<file path="src/rtl/seq_divider_pkg.sv">
// Shared types and constants for the sequential restoring divider.
package div_pkg;
    localparam int DIV_WIDTH_DEFAULT = 4;

    typedef enum logic [1:0] {
        IDLE = 2'd0,
        CALC = 2'd1,
        DONE = 2'd2
    } div_state_e;
endpackage

</file>
<file path="src/rtl/seq_divider_if.sv">
// Request/result bundle for seq_divider; master issues divisions, slave computes them.
interface seq_divider_if
    import div_pkg::*;
#(
    parameter int WIDTH = DIV_WIDTH_DEFAULT
);
    logic             start;
    logic [WIDTH-1:0] dividend;
    logic [WIDTH-1:0] divisor;
    logic             busy;
    logic             done;
    logic [WIDTH-1:0] quotient;
    logic [WIDTH-1:0] remainder;
    logic             div_by_zero;

    modport master (
        output start, dividend, divisor,
        input  busy, done, quotient, remainder, div_by_zero
    );

    modport slave (
        input  start, dividend, divisor,
        output busy, done, quotient, remainder, div_by_zero
    );
endinterface

</file>
<file path="src/rtl/seq_divider_trial_sub.sv">
// Combinational trial subtractor: diff = a - b as a + ~b + 1; borrow_o is the result sign bit.
module div_trial_sub #(
    parameter int W = 5
) (
    input  logic [W-1:0] a_i,
    input  logic [W-1:0] b_i,
    output logic [W-1:0] diff_o,
    output logic         borrow_o
);
    logic [W-1:0] b_inv;

    genvar gi;
    generate
        for (gi = 0; gi < W; gi++) begin : g_inv
            assign b_inv[gi] = ~b_i[gi];
        end
    endgenerate

    assign diff_o   = a_i + b_inv + W'(1);
    assign borrow_o = diff_o[W-1];
endmodule

</file>
<file path="src/rtl/seq_divider.sv">
// Multi-cycle restoring divider, one quotient bit per clock.
// Define SIGNED_DIV_EN to treat operands as two's complement (truncating toward zero).
module seq_divider
    import div_pkg::*;
#(
    parameter int WIDTH = DIV_WIDTH_DEFAULT
) (
    input  logic         clk,
    input  logic         rst,
    seq_divider_if.slave bus
);
    localparam int CW = (WIDTH > 2) ? $clog2(WIDTH) : 1;

    div_state_e       state_q;
    logic [WIDTH:0]   r_q;
    logic [WIDTH-1:0] q_q;
    logic [CW-1:0]    cnt_q;
    logic [WIDTH-1:0] divisor_q;
    logic             busy_q;
    logic             done_q;
    logic [WIDTH-1:0] quot_q;
    logic [WIDTH-1:0] rem_q;
    logic             dz_q;

    logic [WIDTH:0]   rs;
    logic [WIDTH:0]   t;
    logic             t_neg;
    logic [WIDTH:0]   r_d;
    logic [WIDTH-1:0] q_d;
    logic [WIDTH-1:0] a_mag;
    logic [WIDTH-1:0] b_mag;
    logic [WIDTH-1:0] quot_fix;
    logic [WIDTH-1:0] rem_fix;

    assign rs = {r_q[WIDTH-1:0], q_q[WIDTH-1]};

    div_trial_sub #(.W(WIDTH + 1)) u_trial (
        .a_i      (rs),
        .b_i      ({1'b0, divisor_q}),
        .diff_o   (t),
        .borrow_o (t_neg)
    );

    assign r_d = t_neg ? rs : t;
    assign q_d = {q_q[WIDTH-2:0], ~t_neg};

`ifdef SIGNED_DIV_EN
    logic qneg_q;
    logic rneg_q;

    // Magnitude of the most-negative value wraps to itself, which reads correctly as unsigned.
    assign a_mag    = bus.dividend[WIDTH-1] ? (~bus.dividend + WIDTH'(1)) : bus.dividend;
    assign b_mag    = bus.divisor[WIDTH-1]  ? (~bus.divisor  + WIDTH'(1)) : bus.divisor;
    assign quot_fix = qneg_q ? (~q_d + WIDTH'(1)) : q_d;
    assign rem_fix  = rneg_q ? (~r_d[WIDTH-1:0] + WIDTH'(1)) : r_d[WIDTH-1:0];

    always_ff @(posedge clk) begin
        if (rst) begin
            qneg_q <= 1'b0;
            rneg_q <= 1'b0;
        end else if (state_q == IDLE && bus.start) begin
            qneg_q <= bus.dividend[WIDTH-1] ^ bus.divisor[WIDTH-1];
            rneg_q <= bus.dividend[WIDTH-1];
        end
    end
`else
    assign a_mag    = bus.dividend;
    assign b_mag    = bus.divisor;
    assign quot_fix = q_d;
    assign rem_fix  = r_d[WIDTH-1:0];
`endif

    always_ff @(posedge clk) begin
        if (rst) begin
            state_q   <= IDLE;
            r_q       <= '0;
            q_q       <= '0;
            cnt_q     <= '0;
            divisor_q <= '0;
            busy_q    <= 1'b0;
            done_q    <= 1'b0;
            quot_q    <= '0;
            rem_q     <= '0;
            dz_q      <= 1'b0;
        end else begin
            done_q <= 1'b0;
            case (state_q)
                IDLE: begin
                    if (bus.start) begin
                        divisor_q <= b_mag;
                        q_q       <= a_mag;
                        r_q       <= '0;
                        cnt_q     <= '0;
                        busy_q    <= 1'b1;
                        if (bus.divisor == '0) begin
                            state_q <= DONE;
                            quot_q  <= '1;
                            rem_q   <= bus.dividend;
                            dz_q    <= 1'b1;
                        end else begin
                            state_q <= CALC;
                        end
                    end
                end
                CALC: begin
                    r_q   <= r_d;
                    q_q   <= q_d;
                    cnt_q <= cnt_q + CW'(1);
                    // Final iteration: results (with sign fix-up) land on the DONE-entry edge.
                    if (cnt_q == CW'(WIDTH - 1)) begin
                        state_q <= DONE;
                        quot_q  <= quot_fix;
                        rem_q   <= rem_fix;
                        dz_q    <= 1'b0;
                    end
                end
                DONE: begin
                    state_q <= IDLE;
                    busy_q  <= 1'b0;
                    done_q  <= 1'b1;
                end
                default: begin
                    state_q <= IDLE;
                    busy_q  <= 1'b0;
                end
            endcase
        end
    end

    assign bus.busy        = busy_q;
    assign bus.done        = done_q;
    assign bus.quotient    = quot_q;
    assign bus.remainder   = rem_q;
    assign bus.div_by_zero = dz_q;
endmodule

</file>
<file path="src/flat_wrapper.sv">
// flat-port wrapper written by rule: the top's interface ports become plain ports
module seq_divider_flat import div_pkg::*;
#(
    parameter int WIDTH = DIV_WIDTH_DEFAULT
)
  (clk, rst, bus_start, bus_dividend, bus_divisor, bus_busy, bus_done, bus_quotient, bus_remainder, bus_div_by_zero);
  seq_divider_if #(.WIDTH(WIDTH)) bus_i ();
  input  logic clk;
  input  logic rst;
  input wire logic [$bits(bus_i.start)-1:0] bus_start;
  input wire logic [$bits(bus_i.dividend)-1:0] bus_dividend;
  input wire logic [$bits(bus_i.divisor)-1:0] bus_divisor;
  output wire logic [$bits(bus_i.busy)-1:0] bus_busy;
  output wire logic [$bits(bus_i.done)-1:0] bus_done;
  output wire logic [$bits(bus_i.quotient)-1:0] bus_quotient;
  output wire logic [$bits(bus_i.remainder)-1:0] bus_remainder;
  output wire logic [$bits(bus_i.div_by_zero)-1:0] bus_div_by_zero;
  assign bus_i.start = bus_start;
  assign bus_i.dividend = bus_dividend;
  assign bus_i.divisor = bus_divisor;
  assign bus_busy = bus_i.busy;
  assign bus_done = bus_i.done;
  assign bus_quotient = bus_i.quotient;
  assign bus_remainder = bus_i.remainder;
  assign bus_div_by_zero = bus_i.div_by_zero;
  seq_divider #(.WIDTH(WIDTH)) u_core (.clk(clk), .rst(rst), .bus(bus_i));
endmodule
</file>
<file path="config.mk">
export PLATFORM = sky130hd
export DESIGN_NAME = seq_divider_flat
export DESIGN_NICKNAME = d
export VERILOG_FILES = /design/src/rtl/seq_divider_pkg.sv /design/src/rtl/seq_divider_if.sv /design/src/rtl/seq_divider_trial_sub.sv /design/src/rtl/seq_divider.sv /design/src/flat_wrapper.sv
export SDC_FILE = /design/constraint.sdc
export NUM_CORES = 1
export LEC_CHECK = 0
export ABC_AREA = 1
export CAP_MARGIN = 20
export CORE_AREA = 2 2 70 45
export CTS_CLUSTER_DIAMETER = 150
export DETAILED_ROUTE_END_ITERATION = 8
export DIE_AREA = 0 0 72 47
export PLACE_DENSITY = 0.76
export SLEW_MARGIN = 20
export SYNTH_ARGS = -nofsm -noshare
export SYNTH_HDL_FRONTEND = slang
export SYNTH_SLANG_ARGS = --single-unit
</file>
<file path="constraint.sdc">
create_clock -name clk -period 2.23 [get_ports clk]
set_input_delay 0.446 -clock clk [delete_from_list [all_inputs] [get_ports clk]]
set_output_delay 0.446 -clock clk [all_outputs]
set_load 0.03 [all_outputs]
</file>
# Word-level counts from Yosys, hierarchy flattened
# Index checks and enable logic that the tools add are counted.
dict set report totals {
  reg_bits 27
  in_bits 11
  elab_cells 59
}
dict set report op_classes {
  n_addsub 3
  n_eq_ne 6
  muxes 26
  bitwise 6
  reduce_logical 8
}
# operator count
set op_table {}
lappend op_table {{$mux W4} 9}
lappend op_table {{$pmux W4 S2} 4}
lappend op_table {{$mux W2} 4}
lappend op_table {{$pmux W2 S2} 2}
lappend op_table {{$reduce_and A2 Y1} 4}
lappend op_table {{$not A1 Y1} 6}
lappend op_table {{$add A5 B1 Y5 const B} 1}
lappend op_table {{$add A5 B5 Y5} 1}
lappend op_table {{$mux W1} 5}
lappend op_table {{$eq A2 B2 Y1 const B} 2}
lappend op_table {{$logic_not A4 Y1} 1}
lappend op_table {{$ne A2 B1 Y1 const B} 2}
lappend op_table {{$pmux W1 S2} 2}
lappend op_table {{$reduce_and A4 Y1} 1}
lappend op_table {{$add A2 B1 Y2 const B} 1}
lappend op_table {{$eq A2 B1 Y1 const B} 1}
lappend op_table {{$logic_not A2 Y1} 1}
lappend op_table {{$ne A2 B2 Y1 const B} 1}
lappend op_table {{$reduce_bool A2 Y1} 1}

# Longest topological paths before layout
# Gate-level depths: netlist (run 1).
dict set report depth {
  depth_word 6
  mapped_depth 12
}

# By module
# A second synthesis (run 1) with hierarchy kept.
dict set report hier_totals {
  hier_cells 196
  area_unflattened_um2 1335.0
}
# module instances cells_each area_per_inst_um2 seq_area_each_um2
set modules_own_cells {}
lappend modules_own_cells {seq_divider 1 162 1139.8 540.5}
lappend modules_own_cells {div_trial_sub 1 34 195.2 0.0}

# Worst setup path before layout (run 1)
# OpenSTA, ideal clock, no wires.
dict set report synth_path {
  kind {flip-flop to flip-flop}
  startpoint {register u_core.q_q[3]}
  endpoint {register u_core.r_q[3]}
  setup_ps 110
  t_arrival_ps 1537
  required_ps 2120
  slack_ps 583
  stages_incl_launch_ff 12
  synth_period_minus_slack_ps 1647
  cell_sequence {dfxtp_1 > inv_1 > ha_1 > fa_1 > inv_1 > nand3_1 > nand3_1 > nand2_1 > nand3_1 > nand3_1 > nand2_1 > inv_1}
}
dict set report synth_between {
  elab_chain_len 4
}
# element line
set synth_rtl {}
lappend synth_rtl {{from (decl)} seq_divider.sv:16} ;# logic [WIDTH-1:0] q_q;
lappend synth_rtl {{from (signal assigned)} seq_divider.sv:91} ;# q_q <= a_mag;
lappend synth_rtl {{from (signal assigned)} seq_divider.sv:107} ;# q_q <= q_d;
lappend synth_rtl {{$add A5 B5 Y5} seq_divider_trial_sub.sv:19} ;# assign diff_o = a_i + b_inv + W'(1);
lappend synth_rtl {{$add A5 B1 Y5} seq_divider_trial_sub.sv:19}
lappend synth_rtl {{$mux W4} seq_divider.sv:44} ;# assign r_d = t_neg ? rs : t;
lappend synth_rtl {{$pmux W4 S2} seq_divider.sv:87} ;# case (state_q)
lappend synth_rtl {{to (signal assigned)} seq_divider.sv:106} ;# r_q <= r_d;
lappend synth_rtl {{to (decl)} seq_divider.sv:15} ;# logic [WIDTH:0] r_q;
# No other way between the ends.
# A chain may end at the register's enable or synchronous reset.

# Final worst setup path (run 1)
dict set report layout_path {
  startpoint {register u_core.q_q[3]}
  endpoint {register u_core.r_q[1]}
}
# The elaborated chain is that of the path after synthesis.

==> flow_summary.json, run 1 <==
{
  "finalMaxSlewViolations": 0,
  "antenna_found_initial": 0,
  "rr_endpoint": "u_core.r_q[1]",
  "mappedNetlistArea_sq_um": 1390,
  "hold_violations": 0,
  "r2r-start": "u_core.q_q[3]",
  "synth_top_cells_by_count": "35 x nand2_1, 28 x inv_1, 27 x dfxtp_1, 24 x nor2_1, 23 x nand3_1",
  "row_count": 15,
  "status": "complete, no violations",
  "synth_top_area_share_pct": 39.0,
  "slowest_stage": "fa_1",
  "critPathMaxStageDelay_ns": 0.40,
  "cp-endpoint": "u_core.r_q[1]",
  "cts_buffer_depth": 2,
  "worstPathMaxFanout": 6,
  "gp_congestion": 0.861,
  "power_density_nw_per_um2": 803,
  "multi_input_area_sq_um": 699,
  "synth_nets": 208,
  "worstMarginPinSlew_ns": 0.510,
  "cp-start-kind": "register",
  "setup-violations-final": 0,
  "regToRegSetupSlack_ns": 0.37,
  "clock-skew-final_ns": 0.00857,
  "routed_wl_um": 2860,
  "fp.dieH_um": 47,
  "cellLeakagePower_nw": 0.784,
  "track_usage_pct": 18.5,
  "postCtsSetupRepairBufs": 0,
  "ant_nets": 0,
  "async_reset_ff_share_pct": 0,
  "drc": 0,
  "crit_type": "register to register",
  "yosysTopAreaCell": "dfxtp_1",
  "final_area_sq_um": 1680,
  "dr.pass1.iters": 4,
  "avgRoutedWirePerCell_um": 11.6,
  "hold_class": "register to register",
  "postCtsHoldBufs": 0,
  "antenna_cells": 0,
  "fin_crit_sh_pct": 83.4,
  "post_cts_resized": 0,
  "drv_cap": 0,
  "post-route-util_pct": 60.8,
  "synth_area_per_cell_sq_um": 7.26,
  "yosysSeqAreaShare_pct": 39.0,
  "post-synth-top-count-cell": "nand2_1",
  "gr-total-overflow": 0,
  "core_area_sq_um": 2760,
  "crit_start": "u_core.q_q[3]",
  "ys_warn_count": 0,
  "cts_tree": "done",
  "worstSetupEndpointType": "register",
  "ir_drop_mv": 0.420,
  "ys_types": 25,
  "grt_pass1_vias": 1082,
  "synth_edf_count": 0,
  "viasPerCell": 5.02,
  "slew_headroom_pct": 65.8,
  "fin_crit_ns": 1.86,
  "ctsRootBufferMaster": "clkbuf_8",
  "rr_worst_depth": 11,
  "clk_pin_slew_ns": 0.10,
  "synth_area_leaders": "dfxtp_1 39%, nand2_1 9.5%, nand3_1 8.3%, inv_1 7.6%, nor2_1 6.5%",
  "worstPathCellList": "inv_1, ha_1, fa_1, inv_1, nand3_1, nand3_1, nand2_1, nand3_1, nand3_1, nand2_1, inv_1",
  "max_freq_mhz": 538,
  "nFillCells": 250,
  "cts_sinks": 27,
  "port_buffers": 21,
  "placed_area_sq_um": 1630,
  "rsz0062_at_grt": "false",
  "area_delta_synth_final_pct": 20.9,
  "drt-initial-drc-count": 115,
  "synth_ff_type": "dfxtp_1",
  "layout-drive-gt1-share_pct": 7.51,
  "finalSetupTns_ns": 0,
  "grt_max_degree": 20,
  "pin_count": 22,
  "grt_pass1_wl_um": 4700,
  "dieArea_sq_um": 3380,
  "arrival_ns": 2.04,
  "clk-insertion-delay-late_ns": 0.28,
  "ys_ff_latch": 27,
  "dp_hpwl_um": 2180,
  "routed-via-count": 1241,
  "initial_core_util_pct": 50.2,
  "die_w_um": 72,
  "netlist_instances": 191,
  "regArea_sq_um": 541,
  "nets": 231,
  "cts_max_level": 1,
  "required_ns": 2.41,
  "numCtsBuffers": 3,
  "cpMostUsedCell": "nand3_1"
}
-- final cells by class --
| cell class | count | share of cell area, % |
|---|---|---|
| clock buffer | 3 | 2.46 |
| clock inverter | 1 | 0.448 |
| inverter | 32 | 7.61 |
| multi-input combinational | 128 | 41.7 |
| sequential | 27 | 32.2 |
| tap | 34 | 2.54 |
| timing repair buffer | 22 | 13.0 |
-- critical path: cells and delay by family, from the launching register on --
family	cells	cell delay, ns
adder cells (fa/ha/maj)	2	0.60
flip-flops	1	0.36
buffers and inverters	3	0.19
AND/OR/NAND/NOR	6	0.61
-- state kept, by name, indices dropped and copies added (netlist names) --
name and count:
u_core.bus.remainder 4, u_core.bus.busy 1, u_core.q_q 4, u_core.bus.done 1, u_core.divisor_q 4, u_core.bus.div_by_zero 1
u_core.bus.quotient 4, u_core.state_q 2, u_core.cnt_q 2, u_core.r_q 4
-- worst min-delay path by stage --
| stage | from | end | slack [ns] | cells after the start |
|---|---|---|---|---|
| after global placement | u_core.cnt_q[0] | u_core.cnt_q[0] | 0.44 | 1 |
| after floorplan | u_core.cnt_q[0] | u_core.cnt_q[0] | 0.43 | 1 |
| after detailed placement | u_core.cnt_q[0] | u_core.cnt_q[0] | 0.45 | 1 |
| after global routing | u_core.cnt_q[0] | u_core.cnt_q[0] | 0.50 | 1 |
| after CTS | u_core.cnt_q[0] | u_core.cnt_q[0] | 0.47 | 1 |
| final | u_core.divisor_q[2] | u_core.divisor_q[2] | 0.48 | 2 |
-- through the flow --
step	hold WS, ns	worst slack (ns)	power [mW]	std cells
floorplan	0.430	0.583	0.933	191
global placement	0.444	0.417	1.05	243
detailed placement	0.455	0.395	1.07	243
CTS	0.466	0.365	1.35	247
global route	0.499	0.190	1.43	247
finish	0.475	0.370	1.35	247
-- layout by cell type, fill, tap and decap left out, drive strengths merged --
master and instances:
nand2 39, dfxtp 27, nor3 2, nor2 27, a21oi 9, o21ai 13
a31oi 3, clkbuf 3, buf 1, fa 1, clkinv 1, nand3 24
clkinvlp 1, ha 5, inv 31, xnor2 1, o21a 4, clkdlybuf4s50 21
-- power by group --
group	internal [mW]	leakage [nW]	switching (mW)
logic	0.180	0.541	0.301
registers	0.541	0.222	0.0391
clock network	0.127	0.0217	0.157
-- routing by layer --
layer / vias to the layer above / GRT usage (%) / part of all wire, %
li1: 650 / - / -
met1: 538 / 26.0 / 48
met2: 49 / 28.0 / 42
met3: 4 / 5.58 / 8.9
met4: 0 / 5.28 / 0.98
met5: - / 0 / 0
-- kinds of logic after synthesis --
family | Yosys count | synth area share, %
xor gates and xnor gates | 1 | 0.632
adders and majority gates | 6 | 5.96
DFF | 27 | 39.0
and+or+nand+nor | 92 | 32.4
AOI/OAI and AO/OA | 29 | 11.5
buffers and inverters | 36 | 10.6
Note: power is estimated with default switching activity, not from simulation.
==> run 2: changes to the inputs <==
Clock period 2.23 ns to 1.86 ns, I/O delays scaled along.
==> flow_summary.json, run 2 (synthesized netlist as in run 1, its figures left out) <==
{
  "clk_pin_slew_ns": 0.09,
  "rr_endpoint": "u_core.bus.quotient[0]",
  "status": "complete, no violations",
  "pin_count": 22,
  "antenna_found_initial": 0,
  "hold_ws_ns": 0.470,
  "ir_drop_mv": 0.637,
  "fin_crit_sh_pct": 94.0,
  "cts_buffer_depth": 2,
  "track_usage_pct": 19.3,
  "ctsRootBufferMaster": "clkbuf_8",
  "crit_type": "register to register",
  "dr.pass1.iters": 5,
  "routed_wl_um": 3020,
  "cp-start-kind": "register",
  "arrival_ns": 1.92,
  "worstSetupEndpointType": "register",
  "finalMaxSlewViolations": 0,
  "routed-via-count": 1297,
  "layout-drive-gt1-share_pct": 10.6,
  "antenna_cells": 0,
  "drt-initial-drc-count": 88,
  "power_density_nw_per_um2": 963,
  "rr_worst_depth": 9,
  "regToRegSetupSlack_ns": 0.11,
  "cts_sinks": 27,
  "holdPathEnd": "u_core.bus.busy",
  "cts_tree": "done",
  "holdPathStages": 2,
  "power_mw": 1.64,
  "hold_violations": 0,
  "worstMarginPinSlew_ns": 0.308,
  "fin_crit_ns": 1.75,
  "gp_congestion": 0.869,
  "slew_headroom_pct": 79.4,
  "fp.dieH_um": 47,
  "initial_core_util_pct": 50.2,
  "setup-violations-final": 0,
  "gr-total-overflow": 0,
  "area_delta_synth_final_pct": 23.0,
  "grt_max_degree": 20,
  "crit_start": "u_core.q_q[3]",
  "post-route-util_pct": 61.8,
  "die_w_um": 72,
  "dieArea_sq_um": 3380,
  "required_ns": 2.04,
  "r2r-start": "u_core.q_q[3]",
  "layout_setup_ws_ns": 0.111,
  "hold_start": "u_core.bus.busy",
  "drc": 0,
  "ant_nets": 0,
  "max_freq_mhz": 572,
  "finalSetupTns_ns": 0,
  "worstPathMaxFanout": 6,
  "core_area_sq_um": 2760,
  "final_common_cell": "nand2_1",
  "avgRoutedWirePerCell_um": 12.1,
  "viasPerCell": 5.19,
  "hold_class": "register to register",
  "row_count": 15,
  "place_ws_ns": 0.0460,
  "cts_max_level": 1,
  "most-common-layout-cells": "33 x nand2_1, 28 x inv_1, 26 x dfxtp_1",
  "clk-insertion-delay-late_ns": 0.28,
  "cellLeakagePower_nw": 0.802,
  "port_buffers": 21,
  "grt_pass1_vias": 1178,
  "grt_pass1_wl_um": 4940,
  "nets": 234,
  "dp_hpwl_um": 2320,
  "clock-skew-final_ns": 0.00398,
  "drv_cap": 0,
  "numCtsBuffers": 3
}
==> run 2: metrics by stage <==
step,instances,area (sq um)
after floorplan,191,1390
after global placement,245,1640
after detailed placement,245,1640
after CTS,249,1690
after global routing,250,1710
final,250,1710
==> run 2: cell type report <==
cell class,count,area (sq um)
clock buffer,3,41.3
clock inverter,1,5.00
fill,233,1050
inverter,32,128
multi-input combinational,128,707
sequential,27,542
tap,34,42.5
timing repair buffer,25,240
==> run 2: worst max-delay path by stage <==
stage                              endpoint  slack, ns
CTS                           u_core.r_q[1]       0.03
detailed placement  u_core.bus.remainder[3]       0.05
global placement              u_core.r_q[1]       0.10
global route                  u_core.r_q[2]     -0.003
floorplan                     u_core.r_q[3]       0.21
finish               u_core.bus.quotient[0]       0.11
==> run 2: power breakdown <==
group | switching, mW | internal, mW | leakage, nW | total [mW]
clock | 0.184 | 0.151 | 0.0255 | 0.335
sequential | 0.0470 | 0.650 | 0.222 | 0.697
combinational | 0.375 | 0.236 | 0.555 | 0.611
==> run 2: critical path, cell delays in order (launching register included) <==
cell and delay (ns):
dfxtp_2 0.34, inv_1 0.04, ha_1 0.20, fa_2 0.37
inv_1 0.08, nand3_1 0.09, nand3_1 0.12, nand2_2 0.10
nor3_1 0.25, nor2_1 0.06
==> run 2: per-layer routing <==
metal  global-route usage, %  routed length [um]  part of all wire, %  vias up
met2                    30.4                1280                   42       56
met3                    5.58                 236                  7.8        9
met4                    6.42                  57                  1.9        0
met1                    26.1                1440                   48      578
li1                        -                   -                    -      654
met5                       0                   0                    0        -
==> run 2: timing repair <==
item                                   in CTS  in global routing
endpoints found under the hold margin       0                  0
resized for setup                           0                  4
hold buffers                                0                  0
setup endpoints to repair                   0                  9
setup buffers                               0                  1
